--- config.mk ---
export PLATFORM = sky130hd
export DESIGN_NAME = aurora_hls_crc_monitor_flat
export DESIGN_NICKNAME = d
export VERILOG_FILES = /design/src/rtl/aurora_hls_crc_monitor_pkg.sv /design/src/rtl/aurora_hls_crc_monitor_if.sv /design/src/rtl/aurora_hls_crc_monitor_channel.sv /design/src/rtl/aurora_hls_crc_monitor.sv /design/src/flat_wrapper.sv
export SDC_FILE = /design/constraint.sdc
export NUM_CORES = 1
export LEC_CHECK = 0
export ABC_AREA = 1
export BUFFER_PORTS_ARGS = -buffer_cell sky130_fd_sc_hd__buf_2
export CORE_UTILIZATION = 56
export DETAILED_ROUTE_END_ITERATION = 8
export GPL_ROUTABILITY_DRIVEN = 0
export MAX_ROUTING_LAYER = met4
export PLACE_DENSITY_LB_ADDON = 0.25
export REMOVE_ABC_BUFFERS = 1
export SLEW_MARGIN = 20
export SYNTH_ARGS = -nofsm -noshare
export SYNTH_HDL_FRONTEND = slang
export SYNTH_SLANG_ARGS = --single-unit
--- constraint.sdc ---
create_clock -name clk -period 23.2 [get_ports clk]
set_clock_uncertainty 0.1 [all_clocks]
set_input_delay 3.48 -clock clk [delete_from_list [all_inputs] [get_ports clk]]
set_output_delay 3.48 -clock clk [all_outputs]
set_load 0.02 [all_outputs]
--- src/rtl/aurora_hls_crc_monitor_pkg.sv ---
// Shared link-state encoding and sizing helper for the multi-channel Aurora CRC monitor.
package aurora_hls_crc_pkg;

  typedef enum logic [1:0] {
    LINK_OK       = 2'd0,
    LINK_DEGRADED = 2'd1,
    LINK_FAILED   = 2'd2
  } link_state_e;

  // Run counters only need to hold values up to the larger of the two thresholds.
  function automatic int run_cnt_width(input int err_thresh, input int good_thresh);
    int m;
    m = (err_thresh > good_thresh) ? err_thresh : good_thresh;
    return $clog2(m + 1);
  endfunction

endpackage

--- src/rtl/aurora_hls_crc_monitor_if.sv ---
// Bus bundle between the Aurora RX CRC checkers / host and the CRC monitor.
interface aurora_hls_crc_monitor_if #(
  parameter int NUM_CH    = 4,
  parameter int CNT_WIDTH = 32
);
  // All inputs are strobes without backpressure: one frame result per channel per
  // cycle where crc_valid is high, and snap_req is a single-cycle request that is
  // always accepted and answered by exactly one snap_valid pulse on the next cycle.
  logic [NUM_CH-1:0]           crc_valid;
  logic [NUM_CH-1:0]           crc_pass_fail_n;
  logic                        snap_req;
  logic                        snap_clear;
  logic                        snap_valid;
  logic [NUM_CH*CNT_WIDTH-1:0] frames_received;
  logic [NUM_CH*CNT_WIDTH-1:0] frames_with_errors;
  logic [NUM_CH*CNT_WIDTH-1:0] snap_frames_received;
  logic [NUM_CH*CNT_WIDTH-1:0] snap_frames_with_errors;
  logic [2*NUM_CH-1:0]         link_state;
  logic                        link_failed;

  modport master (
    output crc_valid, crc_pass_fail_n, snap_req, snap_clear,
    input  snap_valid, frames_received, frames_with_errors,
           snap_frames_received, snap_frames_with_errors, link_state, link_failed
  );

  modport slave (
    input  crc_valid, crc_pass_fail_n, snap_req, snap_clear,
    output snap_valid, frames_received, frames_with_errors,
           snap_frames_received, snap_frames_with_errors, link_state, link_failed
  );
endinterface

--- src/rtl/aurora_hls_crc_monitor_channel.sv ---
// One CRC channel: frame/error counters with snapshot clear, plus the link-health FSM.
// AURORA_HLS_CRC_SATURATE_EN: counters stick at all-ones instead of wrapping.
module aurora_hls_crc_channel
  import aurora_hls_crc_pkg::*;
#(
  parameter int CNT_WIDTH   = 32,
  parameter int ERR_THRESH  = 4,
  parameter int GOOD_THRESH = 16
) (
  input  logic                 clk,
  input  logic                 rst,
  input  logic                 valid,
  input  logic                 pass,
  input  logic                 clear,
  output logic [CNT_WIDTH-1:0] frames,
  output logic [CNT_WIDTH-1:0] errors,
  output logic [1:0]           state,
  output logic                 failed_nxt
);

  localparam int RW = run_cnt_width(ERR_THRESH, GOOD_THRESH);
  // Comparing against threshold-1 means "this event makes the run reach the threshold".
  localparam logic [RW-1:0] ERR_LAST  = RW'(ERR_THRESH - 1);
  localparam logic [RW-1:0] GOOD_LAST = RW'(GOOD_THRESH - 1);

  function automatic logic [CNT_WIDTH-1:0] bump(input logic [CNT_WIDTH-1:0] v);
`ifdef AURORA_HLS_CRC_SATURATE_EN
    return (&v) ? v : v + CNT_WIDTH'(1);
`else
    return v + CNT_WIDTH'(1);
`endif
  endfunction

  logic [CNT_WIDTH-1:0] frames_n, errors_n, frames_base, errors_base;
  link_state_e          st, st_n;
  logic [RW-1:0]        err_run, err_run_n, pass_run, pass_run_n;

  // A clear restarts from zero but still counts the event of the same cycle.
  always_comb begin
    frames_base = clear ? '0 : frames;
    errors_base = clear ? '0 : errors;
    frames_n    = frames_base;
    errors_n    = errors_base;
    if (valid) begin
      frames_n = bump(frames_base);
      if (!pass) errors_n = bump(errors_base);
    end
  end

  always_comb begin
    st_n       = st;
    err_run_n  = err_run;
    pass_run_n = pass_run;
    if (valid) begin
      case (st)
        LINK_OK: begin
          if (!pass) begin
            if (ERR_THRESH == 1) st_n = LINK_FAILED;
            else begin
              st_n      = LINK_DEGRADED;
              err_run_n = RW'(1);
            end
          end
        end
        LINK_DEGRADED: begin
          if (!pass) begin
            pass_run_n = '0;
            if (err_run == ERR_LAST) begin
              st_n      = LINK_FAILED;
              err_run_n = '0;
            end else err_run_n = err_run + RW'(1);
          end else begin
            err_run_n = '0;
            if (pass_run == GOOD_LAST) begin
              st_n       = LINK_OK;
              pass_run_n = '0;
            end else pass_run_n = pass_run + RW'(1);
          end
        end
        LINK_FAILED: begin
          if (!pass) pass_run_n = '0;
          else if (pass_run == GOOD_LAST) begin
            st_n       = LINK_OK;
            pass_run_n = '0;
          end else pass_run_n = pass_run + RW'(1);
        end
        default: begin
          st_n       = LINK_OK;
          err_run_n  = '0;
          pass_run_n = '0;
        end
      endcase
    end
  end

  always_ff @(posedge clk or posedge rst) begin
    if (rst) begin
      frames   <= '0;
      errors   <= '0;
      st       <= LINK_OK;
      err_run  <= '0;
      pass_run <= '0;
    end else begin
      frames   <= frames_n;
      errors   <= errors_n;
      st       <= st_n;
      err_run  <= err_run_n;
      pass_run <= pass_run_n;
    end
  end

  assign state      = st;
  assign failed_nxt = (st_n == LINK_FAILED);

endmodule

--- src/rtl/aurora_hls_crc_monitor.sv ---
// Multi-channel Aurora CRC monitor: per-channel counters/health plus atomic snapshot.
// AURORA_HLS_CRC_SATURATE_EN selects saturating counters inside each channel.
module aurora_hls_crc_monitor
  import aurora_hls_crc_pkg::*;
#(
  parameter int NUM_CH      = 4,
  parameter int CNT_WIDTH   = 32,
  parameter int ERR_THRESH  = 4,
  parameter int GOOD_THRESH = 16
) (
  input  logic                     clk,
  input  logic                     rst,
  aurora_hls_crc_monitor_if.slave  bus
);

  logic [NUM_CH*CNT_WIDTH-1:0] fr_live, er_live, fr_snap, er_snap;
  logic [2*NUM_CH-1:0]         st_live;
  logic [NUM_CH-1:0]           fail_nxt;
  logic                        clear, snap_valid_q, link_failed_q;

  assign clear = bus.snap_req & bus.snap_clear;

  for (genvar i = 0; i < NUM_CH; i++) begin : g_ch
    aurora_hls_crc_channel #(
      .CNT_WIDTH  (CNT_WIDTH),
      .ERR_THRESH (ERR_THRESH),
      .GOOD_THRESH(GOOD_THRESH)
    ) u_ch (
      .clk       (clk),
      .rst       (rst),
      .valid     (bus.crc_valid[i]),
      .pass      (bus.crc_pass_fail_n[i]),
      .clear     (clear),
      .frames    (fr_live[i*CNT_WIDTH +: CNT_WIDTH]),
      .errors    (er_live[i*CNT_WIDTH +: CNT_WIDTH]),
      .state     (st_live[2*i +: 2]),
      .failed_nxt(fail_nxt[i])
    );
  end

  // Snapshot takes the pre-edge live values, so same-cycle events land only in the live set.
  always_ff @(posedge clk or posedge rst) begin
    if (rst) begin
      fr_snap       <= '0;
      er_snap       <= '0;
      snap_valid_q  <= 1'b0;
      link_failed_q <= 1'b0;
    end else begin
      snap_valid_q  <= bus.snap_req;
      link_failed_q <= |fail_nxt;
      if (bus.snap_req) begin
        fr_snap <= fr_live;
        er_snap <= er_live;
      end
    end
  end

  assign bus.frames_received         = fr_live;
  assign bus.frames_with_errors      = er_live;
  assign bus.snap_frames_received    = fr_snap;
  assign bus.snap_frames_with_errors = er_snap;
  assign bus.link_state              = st_live;
  assign bus.snap_valid              = snap_valid_q;
  assign bus.link_failed             = link_failed_q;

endmodule
--- src/flat_wrapper.sv ---
// flat-port wrapper written by rule: the top's interface ports become plain ports
module aurora_hls_crc_monitor_flat import aurora_hls_crc_pkg::*;
#(
  parameter int NUM_CH      = 4,
  parameter int CNT_WIDTH   = 32,
  parameter int ERR_THRESH  = 4,
  parameter int GOOD_THRESH = 16
)
  (clk, rst, bus_crc_valid, bus_crc_pass_fail_n, bus_snap_req, bus_snap_clear, bus_snap_valid, bus_frames_received, bus_frames_with_errors, bus_snap_frames_received, bus_snap_frames_with_errors, bus_link_state, bus_link_failed);
  aurora_hls_crc_monitor_if #(.NUM_CH(NUM_CH), .CNT_WIDTH(CNT_WIDTH)) bus_i ();
  input  logic clk;
  input  logic rst;
  input wire logic [$bits(bus_i.crc_valid)-1:0] bus_crc_valid;
  input wire logic [$bits(bus_i.crc_pass_fail_n)-1:0] bus_crc_pass_fail_n;
  input wire logic [$bits(bus_i.snap_req)-1:0] bus_snap_req;
  input wire logic [$bits(bus_i.snap_clear)-1:0] bus_snap_clear;
  output wire logic [$bits(bus_i.snap_valid)-1:0] bus_snap_valid;
  output wire logic [$bits(bus_i.frames_received)-1:0] bus_frames_received;
  output wire logic [$bits(bus_i.frames_with_errors)-1:0] bus_frames_with_errors;
  output wire logic [$bits(bus_i.snap_frames_received)-1:0] bus_snap_frames_received;
  output wire logic [$bits(bus_i.snap_frames_with_errors)-1:0] bus_snap_frames_with_errors;
  output wire logic [$bits(bus_i.link_state)-1:0] bus_link_state;
  output wire logic [$bits(bus_i.link_failed)-1:0] bus_link_failed;
  assign bus_i.crc_valid = bus_crc_valid;
  assign bus_i.crc_pass_fail_n = bus_crc_pass_fail_n;
  assign bus_i.snap_req = bus_snap_req;
  assign bus_i.snap_clear = bus_snap_clear;
  assign bus_snap_valid = bus_i.snap_valid;
  assign bus_frames_received = bus_i.frames_received;
  assign bus_frames_with_errors = bus_i.frames_with_errors;
  assign bus_snap_frames_received = bus_i.snap_frames_received;
  assign bus_snap_frames_with_errors = bus_i.snap_frames_with_errors;
  assign bus_link_state = bus_i.link_state;
  assign bus_link_failed = bus_i.link_failed;
  aurora_hls_crc_monitor #(.NUM_CH(NUM_CH), .CNT_WIDTH(CNT_WIDTH), .ERR_THRESH(ERR_THRESH), .GOOD_THRESH(GOOD_THRESH)) u_core (.clk(clk), .rst(rst), .bus(bus_i));
endmodule
Yosys cells after proc, flatten, opt, wreduce, memory -nomap -nowiden
Index checks and enable logic that the tools add are counted.
{ "totals": {"register_bits": 562, "output_inout_bits": 522, "elab_cells": 166} }
{ "op_classes": {"addsub": 16, "n_eq_ne": 24, "muxes": 76, "bitwise_logic": 9, "n_reduce_logical": 17} }
{ "ops": {"columns": ["op", "n"], "rows": [
  ["two-way mux 32 bit", 20],
  ["adder 32 x 1 -> 32 bit, second input constant", 8],
  ["two-way mux 5 bit", 20],
  ["one-hot mux 5 bit (3 select lines)", 4],
  ["two-way mux 2 bit", 24],
  ["adder 5 x 1 -> 5 bit, second input constant", 8],
  ["one-hot mux 5 bit (2 select lines)", 4],
  ["one-hot mux 2 bit (3 select lines)", 4],
  ["equality test 5 x 2 -> 1 bit, second input constant", 4],
  ["equality test 5 x 4 -> 1 bit, second input constant", 4],
  ["equality test 2 bit, second input constant", 8],
  ["AND reduction 3 bit", 4],
  ["equality test 2 x 1 -> 1 bit, second input constant", 4],
  ["logical NOT 2 bit", 4],
  ["inequality test 2 bit, second input constant", 4],
  ["inverter 1 bit", 8],
  ["AND reduction 2 bit", 4],
  ["OR reduction 2 bit", 4],
  ["OR reduction 4 bit", 1],
  ["bitwise AND 1 bit", 1]
]} }

Depth between registers and ports, before layout
{ "logic_depth": {"ltp_word": 7, "depth_mapped": 19, "ltp_nobuf": 14} }

By module
Synthesis repeated with hierarchy kept, for this count alone.
{ "unflattened": {"cells_unflattened": 3619, "hier_area_um2": 28792.6} }
{ "modules_own_cells": {"columns": ["module", "n_inst", "cells_each", "area_each_um2", "seq_area_each_um2"], "rows": [
  ["aurora_hls_crc_monitor", 1, 1090, 9820.7, 6456.2],
  ["aurora_hls_crc_channel (u_core.g_ch[1].u_ch ...)", 2, 643, 4777.1, 1901.8],
  ["aurora_hls_crc_channel (u_core.g_ch[3].u_ch)", 1, 635, 4713.3, 1901.8],
  ["aurora_hls_crc_channel (u_core.g_ch[0].u_ch)", 1, 608, 4704.5, 1901.8]
]} }

Worst setup path before layout
OpenSTA, ideal clock, no wires.
{ "synth_timing": {"path_kind": "input -> register", "startpoint": "input bus_snap_req", "endpoint": "register u_core.g_ch[3].u_ch.errors[24]", "setup_time_ps": 113, "t_arrival_ps": 5714, "required_time_ps": 22987, "slack_ps": 17273, "stages": 18, "path_buffers": 5, "path_cell_list": "buf_6 -> nand2_8 -> inv_2 -> buf_6 -> buf_2 -> buf_2 -> buf_2 -> nor2_1 -> ha_1 -> nand2_1 -> nor3_2 -> nand3_1 -> nor2_2 -> nand2_2 -> nor2_2 -> nand3_1 -> nand2_1 -> inv_1"} }
{ "synth_between": {"elab_chain_cells": 5} }
{ "synth_lines": {"columns": ["item", "line_no", "text"], "rows": [
  ["from (decl)", "flat_wrapper.sv:15", "input wire logic [$bits(bus_i.snap_req)-1:0] bus_snap_req;"],
  ["bitwise AND 1 bit (*)", "aurora_hls_crc_monitor.sv:21", "assign clear = bus.snap_req & bus.snap_clear;"],
  ["two-way mux 32 bit (*)", "aurora_hls_crc_monitor_channel.sv:41", "errors_base = clear ? '0 : errors;"],
  ["adder 32 x 1 -> 32 bit", "aurora_hls_crc_monitor_channel.sv:30", "return v + CNT_WIDTH'(1);"],
  ["two-way mux 32 bit", "aurora_hls_crc_monitor_channel.sv:46", "if (!pass) errors_n = bump(errors_base);"],
  ["two-way mux 32 bit (*)", "aurora_hls_crc_monitor_channel.sv:44", "if (valid) begin"],
  ["named net u_core.g_ch[3].u_ch.errors_n[24]", "aurora_hls_crc_monitor_channel.sv:34", "logic [CNT_WIDTH-1:0] frames_n, errors_n, frames_base, errors_base;"],
  ["to (signal assigned)", "aurora_hls_crc_monitor_channel.sv:105", "errors <= errors_n;"],
  ["to (decl)", "aurora_hls_crc_monitor_channel.sv:16", "output logic [CNT_WIDTH-1:0] errors,"]
]} }
The timed path passes the listed nets; every way through them passes the cells marked *.
A chain may end at the register's enable or synchronous reset.

Worst setup path after layout
{ "layout_timing": {"startpoint": "input bus_snap_req", "endpoint": "register u_core.g_ch[3].u_ch.frames[24]"} }
{ "layout_between": {"elab_chain_cells": 4} }
{ "layout_lines": {"columns": ["item", "line_no", "text"], "rows": [
  ["bitwise AND 1 bit (*)", "aurora_hls_crc_monitor.sv:21", null],
  ["two-way mux 32 bit (*)", "aurora_hls_crc_monitor_channel.sv:40", "frames_base = clear ? '0 : frames;"],
  ["adder 32 x 1 -> 32 bit", "aurora_hls_crc_monitor_channel.sv:30", null],
  ["two-way mux 32 bit (*)", "aurora_hls_crc_monitor_channel.sv:44", null],
  ["named net u_core.g_ch[3].u_ch.frames_n[24]", "aurora_hls_crc_monitor_channel.sv:34", null],
  ["to (signal assigned)", "aurora_hls_crc_monitor_channel.sv:104", "frames <= frames_n;"],
  ["to (decl)", "aurora_hls_crc_monitor_channel.sv:15", "output logic [CNT_WIDTH-1:0] frames,"]
]} }
Marked as above.

==> metrics.cfg <==
[outcome]
status=finished clean

[logic_synthesis]
synthMuxAreaShare_pct=4.02
syn_inst=3236
synth_compound_area_share_pct=4.46
synth_top_area_cell=dfrtp_1
ys_ff_latch=562
yosysSeqAreaShare_pct=51.3
synth_top_family_by_area=simple AND/OR/NAND/NOR gates
netlist_top_cells_count=nand2_1, dfrtp_1, nor2_1
synth_xor_area_share_pct=6.42
synth-async-reset-ratio_pct=100
syn_area_um2=27400
synth.avg_cell_area_um2=8.48
yosys.area_share.adder_pct=1.46
synth_cell_types=45
synth.most_common_cell=nand2_1
synth-edff-count=0
synth_top_area_share_pct=51.3
synthFlopType=dfrtp_1
synthSimpleGateAreaFrac_pct=24.7
synth_area_leaders=dfrtp_1, nand2_1, nor2_1
yosysWarnings=0

[detailed_routing]
vias=23000
wirelength_um=71300
wire_per_inst_um=16.1
drt_iter0_drc=1896
ant_nets=0
drt-pass1-iter-count=8
via_per_inst=5.21
drc_errors=0

[final_layout]
syn2layout_area_growth_pct=19.1
fillCellCount=3909
nets=3800
drive_gt1_share_pct=21.6

[sta]
hold_violations=0
tightest_slew_ns=0.973
timing.fmax_mhz=160
finalSetupViolCount=0
fin_crit_sh_pct=27.0
relSlewSlack_pct=35.1
final_max_slew_viol_count=0
rsz0062_at_grt=false
finalSetupTns_ns=0
hold_slack_ns=0.400
period_minus_slack_ns=6.27

[clocking]
clock_path_buffers=3
cts.sinks=562
clockRootBuffer=clkbuf_16
clkTransAtPathRegs_ns=0.06
cts_max_level=2
cts_buffers=58
hold_buffers=0
cts_resized=0
cts_setup_buffers=0
clkLatencyLatePin_ns=0.61
cts_tree=done

[critical_path]
cp-endpoint=u_core.g_ch[3].u_ch.frames[24]$_DFF_PP0_
crit_path_start=bus_snap_req
cp_max_fo=97
setup.worst_path.class=primary input to flip-flop
ff2ff_path_depth=11
cp-end-kind=flip-flop
critPathRequiredTime_ns=23.60
rrSetupSlack_ns=20.73
startpoint_type=primary input
timing.rr.start=u_core.g_ch[0].u_ch.frames[0]$_DFF_PP0_
worstReg2RegEnd=u_core.g_ch[0].u_ch.frames[20]$_DFF_PP0_
critical_path_arrival_ns=6.67

[floorplanning]
dieArea_um2=49900
die-width_um=223
start_util_pct=57.1
die_h_um=223
io_pins=534
rows=80
core_um2=48000

[global_routing]
grt_usage_pct=29.7
grt_pass1_vias=22200
grt-ovfl-total=0
antenna_found_initial=2
grt_max_degree=163
grt_first_pass_wirelength_um=116000

[power_and_ir_drop]
ir_worst_vdd_mv=0.0781
p_leak_nw=17.1
power_density_nw_per_um2=74.8

[placed_design]
dp_hpwl_um=51400
port_buffers=533

[hold_path]
hp-class=flip-flop to flip-flop

[flow_run]
maxCapViolCount=0

## power breakdown
group	switching, mW	total (mW)	internal [mW]
registers	0.0508	1.09	1.04
clock network	0.398	1.02	0.626
logic	0.228	0.330	0.102
## registers in the layout (all words and copies together) (netlist names)
| signal | flops |
|---|---|
| u_core.bus.snap_frames_received | 128 |
| u_core.bus.snap_frames_with_errors | 128 |
| u_core.g_ch.u_ch.errors | 128 |
| u_core.g_ch.u_ch.frames | 128 |
| u_core.g_ch.u_ch.err_run | 20 |
| u_core.g_ch.u_ch.pass_run | 20 |
| u_core.g_ch.u_ch.state | 8 |
| u_core.bus.link_failed | 1 |
| u_core.bus.snap_valid | 1 |
## worst min path at each step
stage | from | slack, ns | end | cells after the start
after floorplan | u_core.g_ch[1].u_ch.err_run[1]$_DFFE_PP0P_ | 0.38 | u_core.g_ch[1].u_ch.err_run[1]$_DFFE_PP0P_ | 2
after global placement | u_core.bus.snap_frames_received[27]$_DFFE_PP0P_ | 0.38 | u_core.bus.snap_frames_received[27]$_DFFE_PP0P_ | 1
after detailed placement | u_core.bus.snap_frames_with_errors[127]$_DFFE_PP0P_ | 0.39 | u_core.bus.snap_frames_with_errors[127]$_DFFE_PP0P_ | 1
after CTS | u_core.bus.snap_frames_received[115]$_DFFE_PP0P_ | 0.40 | u_core.bus.snap_frames_received[115]$_DFFE_PP0P_ | 1
after global routing | u_core.bus.snap_frames_received[107]$_DFFE_PP0P_ | 0.41 | u_core.bus.snap_frames_received[107]$_DFFE_PP0P_ | 1
final | u_core.bus.snap_frames_received[46]$_DFFE_PP0P_ | 0.40 | u_core.bus.snap_frames_received[46]$_DFFE_PP0P_ | 1
## per-layer routing
| metal | vias up | routed length [um] | track usage [%] | share of wire (%) |
|---|---|---|---|---|
| met4 | 0 | 2610 | 10.9 | 3.7 |
| met1 | 10900 | 30700 | 38.5 | 43 |
| met2 | 720 | 33700 | 47.2 | 47 |
| met3 | 162 | 4320 | 4.81 | 6.1 |
| li1 | 11200 | - | - | - |
| met5 | - | 0 | - | 0 |
## cells in the final DEF, fill, tap and decap left out, types with 2 or more instances in the layout
cell type   netlist  final
nor2_2           33     33
nor2_1          557    557
nor3_4            4      4
clkbuf_8          0     15
mux2_2           98     98
o22ai_1           5      5
a21o_1            4      4
nand3b_1         11     11
inv_2             7      6
clkinvlp_4        0      3
dfrtp_1         562    562
o21ai_0          45     45
nor2_4            3      3
xor2_1          129    129
o21bai_1          3      3
nor4_1            9      9
bufinv_16         0      9
clkbuf_1         41      7
a22o_1            2      2
nand4_2           4      4
buf_4             5     12
inv_1           433    432
buf_2            15    532
o211ai_1          3      3
clkinv_2          0      9
nand3_1         194    194
nand4_1          47     47
diode_2           0      2
nor3_2            9      9
clkinv_4          0      3
xnor2_1          72     72
clkbuf_16         0     61
a21boi_0          4      4
a21oi_1         166    166
nand2_2          10     10
ha_1             32     32
nor2b_1           2      2
nor3_1           61     61
nand2_1         631    631
## cell families after synthesis
family | count (synthesis)
AOI/OAI and AO/OA | 234
xor gates and xnor gates | 201
adders and majority gates | 32
buffers and inverters | 526
DFF | 562
muxes | 98
and+or+nand+nor | 1583
## stage by stage
stage	total power [mW]	instance area [um2]	utilization (%)	cells	worst slack (ns)
after floorplan	1.31	27000	-	3150	3.90
after global placement	1.43	30500	63.6	4311	16.17
after detailed placement	1.44	30500	63.6	4311	16.17
after CTS	2.46	32700	68.0	4419	16.85
after global routing	2.54	32700	68.0	4421	16.40
final	2.45	32700	68.0	4421	16.93
## cell type report
type,instances,area [um2],area share [%]
timing repair buffer,546,2790,8.53
inverter,440,1660,5.08
tap,615,769,2.35
antenna,2,5.00,0.0153
clock buffer,83,1760,5.38
clock inverter,25,373,1.14
multi-input combinational,2148,11300,34.5
sequential,562,14100,43.0
## worst max-delay path: stages
cell and delay [ns]:
buf_8 0.24, nand2_8 0.36, buf_4 0.71, nand2_1 0.27, inv_1 0.12, ha_1 0.17
nand3_1 0.09, nor2_2 0.15, nand3_1 0.16, nor2_1 0.21, nand2_2 0.16, nor3_1 0.25
nand2_1 0.09, nand2_1 0.08, nand2_1 0.04
Note: power is estimated with default switching activity, not from simulation.
